### config.mk
export PLATFORM = sky130hd
export DESIGN_NAME = keypad_scan_db
export DESIGN_NICKNAME = d
export VERILOG_FILES = /design/src/rtl/keypad_pkg.sv /design/src/rtl/key_sync2.sv /design/src/rtl/keypad_scan_db.sv
export SDC_FILE = /design/constraint.sdc
export NUM_CORES = 1
export LEC_CHECK = 0
export ABC_AREA = 1
export CAP_MARGIN = 20
export CORE_MARGIN = 8
export CORE_UTILIZATION = 30
export DETAILED_ROUTE_END_ITERATION = 10
export PLACE_DENSITY_LB_ADDON = 0.1
export REMOVE_ABC_BUFFERS = 1
export SLEW_MARGIN = 15
export SYNTH_ARGS = -nofsm -noshare
export SYNTH_HDL_FRONTEND = slang
export SYNTH_HIERARCHICAL = 1
export SYNTH_SLANG_ARGS = --single-unit
### constraint.sdc
create_clock -name clk -period 1.73 [get_ports clk]
set_input_delay 0.2595 -clock clk [delete_from_list [all_inputs] [get_ports clk]]
set_output_delay 0.2595 -clock clk [all_outputs]
set_load 0.01 [all_outputs]
### src/rtl/keypad_pkg.sv
// Shared types and helpers for the 4x4 keypad scanner.
// Latency: n/a (types and pure functions only).
// Backpressure: n/a.
package keypad_pkg;

    typedef enum logic [1:0] {
        SCAN     = 2'd0,
        DEBOUNCE = 2'd1,
        PRESS    = 2'd2,
        WAIT_REL = 2'd3
    } state_t;

    localparam logic [3:0] COL_RESET = 4'b1110;
    localparam logic [3:0] ROW_IDLE  = 4'hF;

    typedef struct packed {
        logic       vld;
        logic [1:0] idx;
    } row_hit_t;

    // Valid only when exactly one row line is low; idx is that row.
    function automatic row_hit_t onehot0_low(input logic [3:0] row);
        row_hit_t hit;
        hit.vld = 1'b0;
        hit.idx = 2'd0;
        case (row)
            4'b1110: begin hit.vld = 1'b1; hit.idx = 2'd0; end
            4'b1101: begin hit.vld = 1'b1; hit.idx = 2'd1; end
            4'b1011: begin hit.vld = 1'b1; hit.idx = 2'd2; end
            4'b0111: begin hit.vld = 1'b1; hit.idx = 2'd3; end
            default: begin hit.vld = 1'b0; hit.idx = 2'd0; end
        endcase
        return hit;
    endfunction

endpackage

### src/rtl/key_sync2.sv
// Two-flop synchronizer for the asynchronous keypad row lines.
// Latency: 2 clk cycles from row input to row_s.
// Backpressure: none; samples every cycle.
module key_sync2
    import keypad_pkg::*;
(
    input  logic       clk,
    input  logic       rst_n,
    input  logic [3:0] row,
    output logic [3:0] row_s
);

    logic [3:0] meta_q;
    logic [3:0] sync_q;

    // Two-stage capture; resets to "no key" so nothing looks pressed at start.
    always_ff @(posedge clk or negedge rst_n) begin
        if (!rst_n) begin
            meta_q <= ROW_IDLE;
            sync_q <= ROW_IDLE;
        end else begin
            meta_q <= row;
            sync_q <= meta_q;
        end
    end

    assign row_s = sync_q;

endmodule

### src/rtl/keypad_scan_db.sv
// 4x4 keypad column scanner with debounce; one flag pulse per accepted press.
// Latency: 2 sync + up to COL_CYCLES dwell + DB_CYCLES debounce + 1 to flag.
// Backpressure: none; flag is a one-cycle pulse, data holds last code.
module keypad_scan_db
    import keypad_pkg::*;
#(
    parameter int COL_CYCLES = 50_000,
    parameter int DB_CYCLES  = 1_000_000
) (
    input  logic       clk,
    input  logic       rst_n,
    input  logic [3:0] row,
    output logic [3:0] col,
    output logic       flag,
    output logic [3:0] data
);

    localparam int MAX_CYC = (COL_CYCLES > DB_CYCLES) ? COL_CYCLES : DB_CYCLES;
    localparam int CNT_W   = $clog2(MAX_CYC);
    localparam logic [CNT_W-1:0] COL_LAST = CNT_W'(COL_CYCLES - 1);
    localparam logic [CNT_W-1:0] DB_LAST  = CNT_W'(DB_CYCLES - 1);

    logic [3:0]       row_s;
    state_t           state_q, state_d;
    logic [1:0]       c_q, c_d;
    logic [CNT_W-1:0] cnt_q, cnt_d;
    logic [3:0]       row_lat_q, row_lat_d;
    logic             flag_q, flag_d;
    logic [3:0]       data_q, data_d;
    row_hit_t         hit;

    key_sync2 u_sync (
        .clk   (clk),
        .rst_n (rst_n),
        .row   (row),
        .row_s (row_s)
    );

    assign hit = onehot0_low(row_lat_q);

    // State, shared counter, column index and output registers.
    always_ff @(posedge clk or negedge rst_n) begin
        if (!rst_n) begin
            state_q   <= SCAN;
            c_q       <= 2'd0;
            cnt_q     <= '0;
            row_lat_q <= ROW_IDLE;
            flag_q    <= 1'b0;
            data_q    <= 4'h0;
        end else begin
            state_q   <= state_d;
            c_q       <= c_d;
            cnt_q     <= cnt_d;
            row_lat_q <= row_lat_d;
            flag_q    <= flag_d;
            data_q    <= data_d;
        end
    end

    // Next-state: flag is raised on entry to PRESS so it is high exactly while in PRESS.
    always_comb begin
        state_d   = state_q;
        c_d       = c_q;
        cnt_d     = cnt_q + CNT_W'(1);
        row_lat_d = row_lat_q;
        flag_d    = 1'b0;
        data_d    = data_q;
        case (state_q)
            SCAN: begin
                if (cnt_q == COL_LAST) begin
                    cnt_d = '0;
                    if (row_s != ROW_IDLE) begin
                        row_lat_d = row_s;
                        state_d   = DEBOUNCE;
                    end else begin
                        c_d = c_q + 2'd1;
                    end
                end
            end
            DEBOUNCE: begin
                if (row_s != row_lat_q) begin
                    // Rows moved during the window: treat as bounce, rescan this column.
                    cnt_d   = '0;
                    state_d = SCAN;
                end else if (cnt_q == DB_LAST) begin
                    cnt_d = '0;
                    if (hit.vld) begin
                        flag_d  = 1'b1;
                        data_d  = {hit.idx, c_q};
                        state_d = PRESS;
                    end else begin
                        // Multiple rows low (multi-key or ghost): swallow silently.
                        state_d = WAIT_REL;
                    end
                end
            end
            PRESS: begin
                cnt_d   = '0;
                state_d = WAIT_REL;
            end
            WAIT_REL: begin
                if (row_s != ROW_IDLE) begin
                    cnt_d = '0;
                end else if (cnt_q == DB_LAST) begin
                    cnt_d   = '0;
                    c_d     = c_q + 2'd1;
                    state_d = SCAN;
                end
            end
            default: begin
                cnt_d   = '0;
                state_d = SCAN;
            end
        endcase
    end

    assign col  = ~(4'(1) << c_q);
    assign flag = flag_q;
    assign data = data_q;

endmodule

==> results.tsv, run 1 <==
metric	value	unit
startpoint_type	register	
detail_route.vias_per_cell	4.32	
vias	1888	
numCtsBuffers	5	
postSynthCellCount	296	
dieArea	10700	sq um
grt_pass1_wl	9200	um
initial_core_util	30.3	%
p_total	1.86	mW
clock-sinks	41	
drc	0	
cp_max_fo	3	
min_from	u_sync/meta_q[2]	
slew_headroom	71.1	%
grtUsageTotal	10.9	%
netlist_top_cells_area	dfrtp_1 (32%), dfstp_2 (14%), nand2_1 (12%)	
hold_ws	0.359	ns
yosysSeqAreaShare	45.3	%
first_pass_iters	4	
drive_gt1_share	21.5	%
detail-route-antenna-nets	0	
post_drt_wl_per_cell	11.5	um
yosysTopAreaCell	dfrtp_1	
cp_slowest_cell	dfrtp_1	
hold_viol	0	
hold_path_end	u_sync/row_s[2]	
powerDensity	652	nW/um^2
die_w	103	um
diodes	0	
required	1.47	ns
layout_min_cycle_time	1.61	ns
hpwl	3920	um
dp.cells	422	
root_buffer	clkbuf_8	
final_cells	437	
gr-total-overflow	0	
synth_seq_cells	41	
cts_tree	yes	
holdPathStages	0	
place.gp.congestion	0.769	
skew	0.00593	ns
startpoint	c_q[1]	
fin_util	37.8	%
ff2ff_setup_slack	0.13	ns
grt_pass1_vias	1975	
timing.rr.end	cnt_q[14]	
fin_setup_tns	0	ns
leakagePower	1.31	nW
end_kind	primary output	
finalSetupViolCount	0	
syn-cell-area	2300	sq um
critical-path-max-stage-delay	0.41	ns
vdd_ir_drop_max	0.306	mV
crit_type	register to primary output	
tightest_slew	0.434	ns
io_pins	15	
die_y	103	um
critPathBufInv	4	
status	finished clean	
synth_top_cell_area_share	31.6	%
clockBufferDepth	2	
io_buffers	14	
finalNetCount	345	
grt_max_degree	21	
clkLatencyLatePin	0.30	ns
critPathArrivalTime	1.36	ns
std_cell_rows	32	
layout_commonest_cell	nand2_1	
most-common-layout-cells	nand2_1 (73), nor2_1 (47), inv_1 (36), dfrtp_1 (27)	
cp_common_cell	inv_1	
clock.fmax	619	MHz
hold_class	register to register	
rr_worst_depth	8	
min_period_over_period	93.3	%
htree_levels	2	
r2r-start	cnt_q[1]	
drt_iter0_drc	89	
area_delta_synth_final	24.5	%
cap_violations	0	
postSynthAreaPerCell	7.76	sq um
clk_pin_slew	0.09	ns
synthDistinctLibCells	30	
slew_violations	0	
routed_wl	5040	um
cp_top_family	buffers and inverters	
core-area	7570	sq um
worstPathCellList	buf_4 > inv_1 > ha_1 > inv_1 > dlygate4sd2_1	
grt_antenna_before_repair	0	
yosysWarningCount	6	
-- area by class of cell --
class                   count  area, sq um
well taps                 102          128
clock inverters             1         8.76
repair buffers             33          275
flip-flops and latches     41         1040
fillers                   812         4710
clock buffers               7          119
multi-input cells         212         1120
inverters                  41          159
-- layer usage --
layer,GRT usage [%],vias to the layer above,wire (um),share of wire [%]
met5,0,-,0,0
met2,17.5,19,2260,45
met4,3.67,0,77,1.5
met1,14.6,863,2560,51
met3,1.67,6,136,2.7
li1,-,1000,-,-
-- what timing repair did --
item                       in CTS  in global routing
hold buffers                    1                  0
pin swaps                       1                  2
setup endpoints to repair       6                 27
hold endpoints to repair        9                  0
resized for setup               5                 13
setup buffers                   5                  1
-- per-stage QoR --
| stage | instance area [sq um] | setup WS (ns) |
|---|---|---|
| after global routing | 2860 | -0.00111 |
| after global placement | 2630 | 0.0363 |
| after CTS | 2810 | 0.0567 |
| final | 2860 | 0.115 |
| after floorplan | 2280 | 0.195 |
| after detailed placement | 2630 | 0.00319 |
-- worst max-delay path by stage --
stage | cells past startpoint | end | slack [ns]
4_1_cts | 8 | data[0] | 0.06
2_1_floorplan | 7 | cnt_q[12] | 0.19
6_report | 5 | col[0] | 0.12
3_3_place_gp | 8 | data[2] | 0.04
3_5_place_dp | 8 | data[0] | 0.003
5_1_grt | 8 | cnt_q[14] | -0.001
-- sequential cells by signal, indices dropped and copies added (netlist names), named ones only --
| name | flops |
|---|---|
| u_sync/row_s | 4 |
| cnt_q | 20 |
| u_sync/meta_q | 4 |
| row_lat_q | 4 |
| data | 4 |
| state_q | 1 |
| flag | 1 |
| c_q | 2 |
-- logic make-up (layout without fill, tap and decap cells) --
logic type	count (synthesis)	count (layout)	synth area share [%]
AOI/OAI and AO/OA	15	15	3.49
buffers and inverters	43	82	7.52
xor gates and xnor gates	11	11	4.20
adders and majority gates	5	5	2.72
and+or+nand+nor	181	181	36.7
DFF	41	41	45.3
-- worst register-to-register path, stage by stage (launching register included) --
cell and delay, ns:
dfrtp_1 0.38, ha_2 0.22, nand3_4 0.12, nor2_2 0.14
nand3_2 0.15, nor2_4 0.16, nand2_1 0.08, o21ai_0 0.17
nor2_1 0.06
-- synth_stat cells --
cell type,number
nor2_4,4
inv_4,1
nand2_1,73
nor3_1,11
nor2_1,49
nand2_2,4
inv_2,2
inv_1,38
ha_1,5
nor2_2,4
a31oi_1,2
and3_2,1
nand3b_4,1
nand3_2,3
nand4_1,8
buf_2,1
dfrtp_1,29
a21oi_1,5
buf_6,1
xor2_1,7
xnor2_1,4
nand3b_1,2
or2_0,1
o21ai_0,5
dfstp_2,12
nand3_1,18
or2_2,1
nor3_2,1
o31ai_1,1
o21ai_1,2
-- power by group --
group	leakage, nW	internal, mW	switching, mW
registers	0.514	0.975	0.00610
logic	0.734	0.0191	0.0309
clock network	0.0651	0.465	0.365
Power figures use the tool's default switching activity.
==> run 2: changes to the inputs <==
--- a/config.mk
+++ b/config.mk
@@ -12,7 +12,7 @@
 export DETAILED_ROUTE_END_ITERATION = 10
 export PLACE_DENSITY_LB_ADDON = 0.1
 export REMOVE_ABC_BUFFERS = 1
-export SLEW_MARGIN = 15
+export SLEW_MARGIN = 10
 export SYNTH_ARGS = -nofsm -noshare
 export SYNTH_HDL_FRONTEND = slang
 export SYNTH_HIERARCHICAL = 1
==> results of run 2 <==
No change in the layout: final DEF, timing and power equal those of run 1.
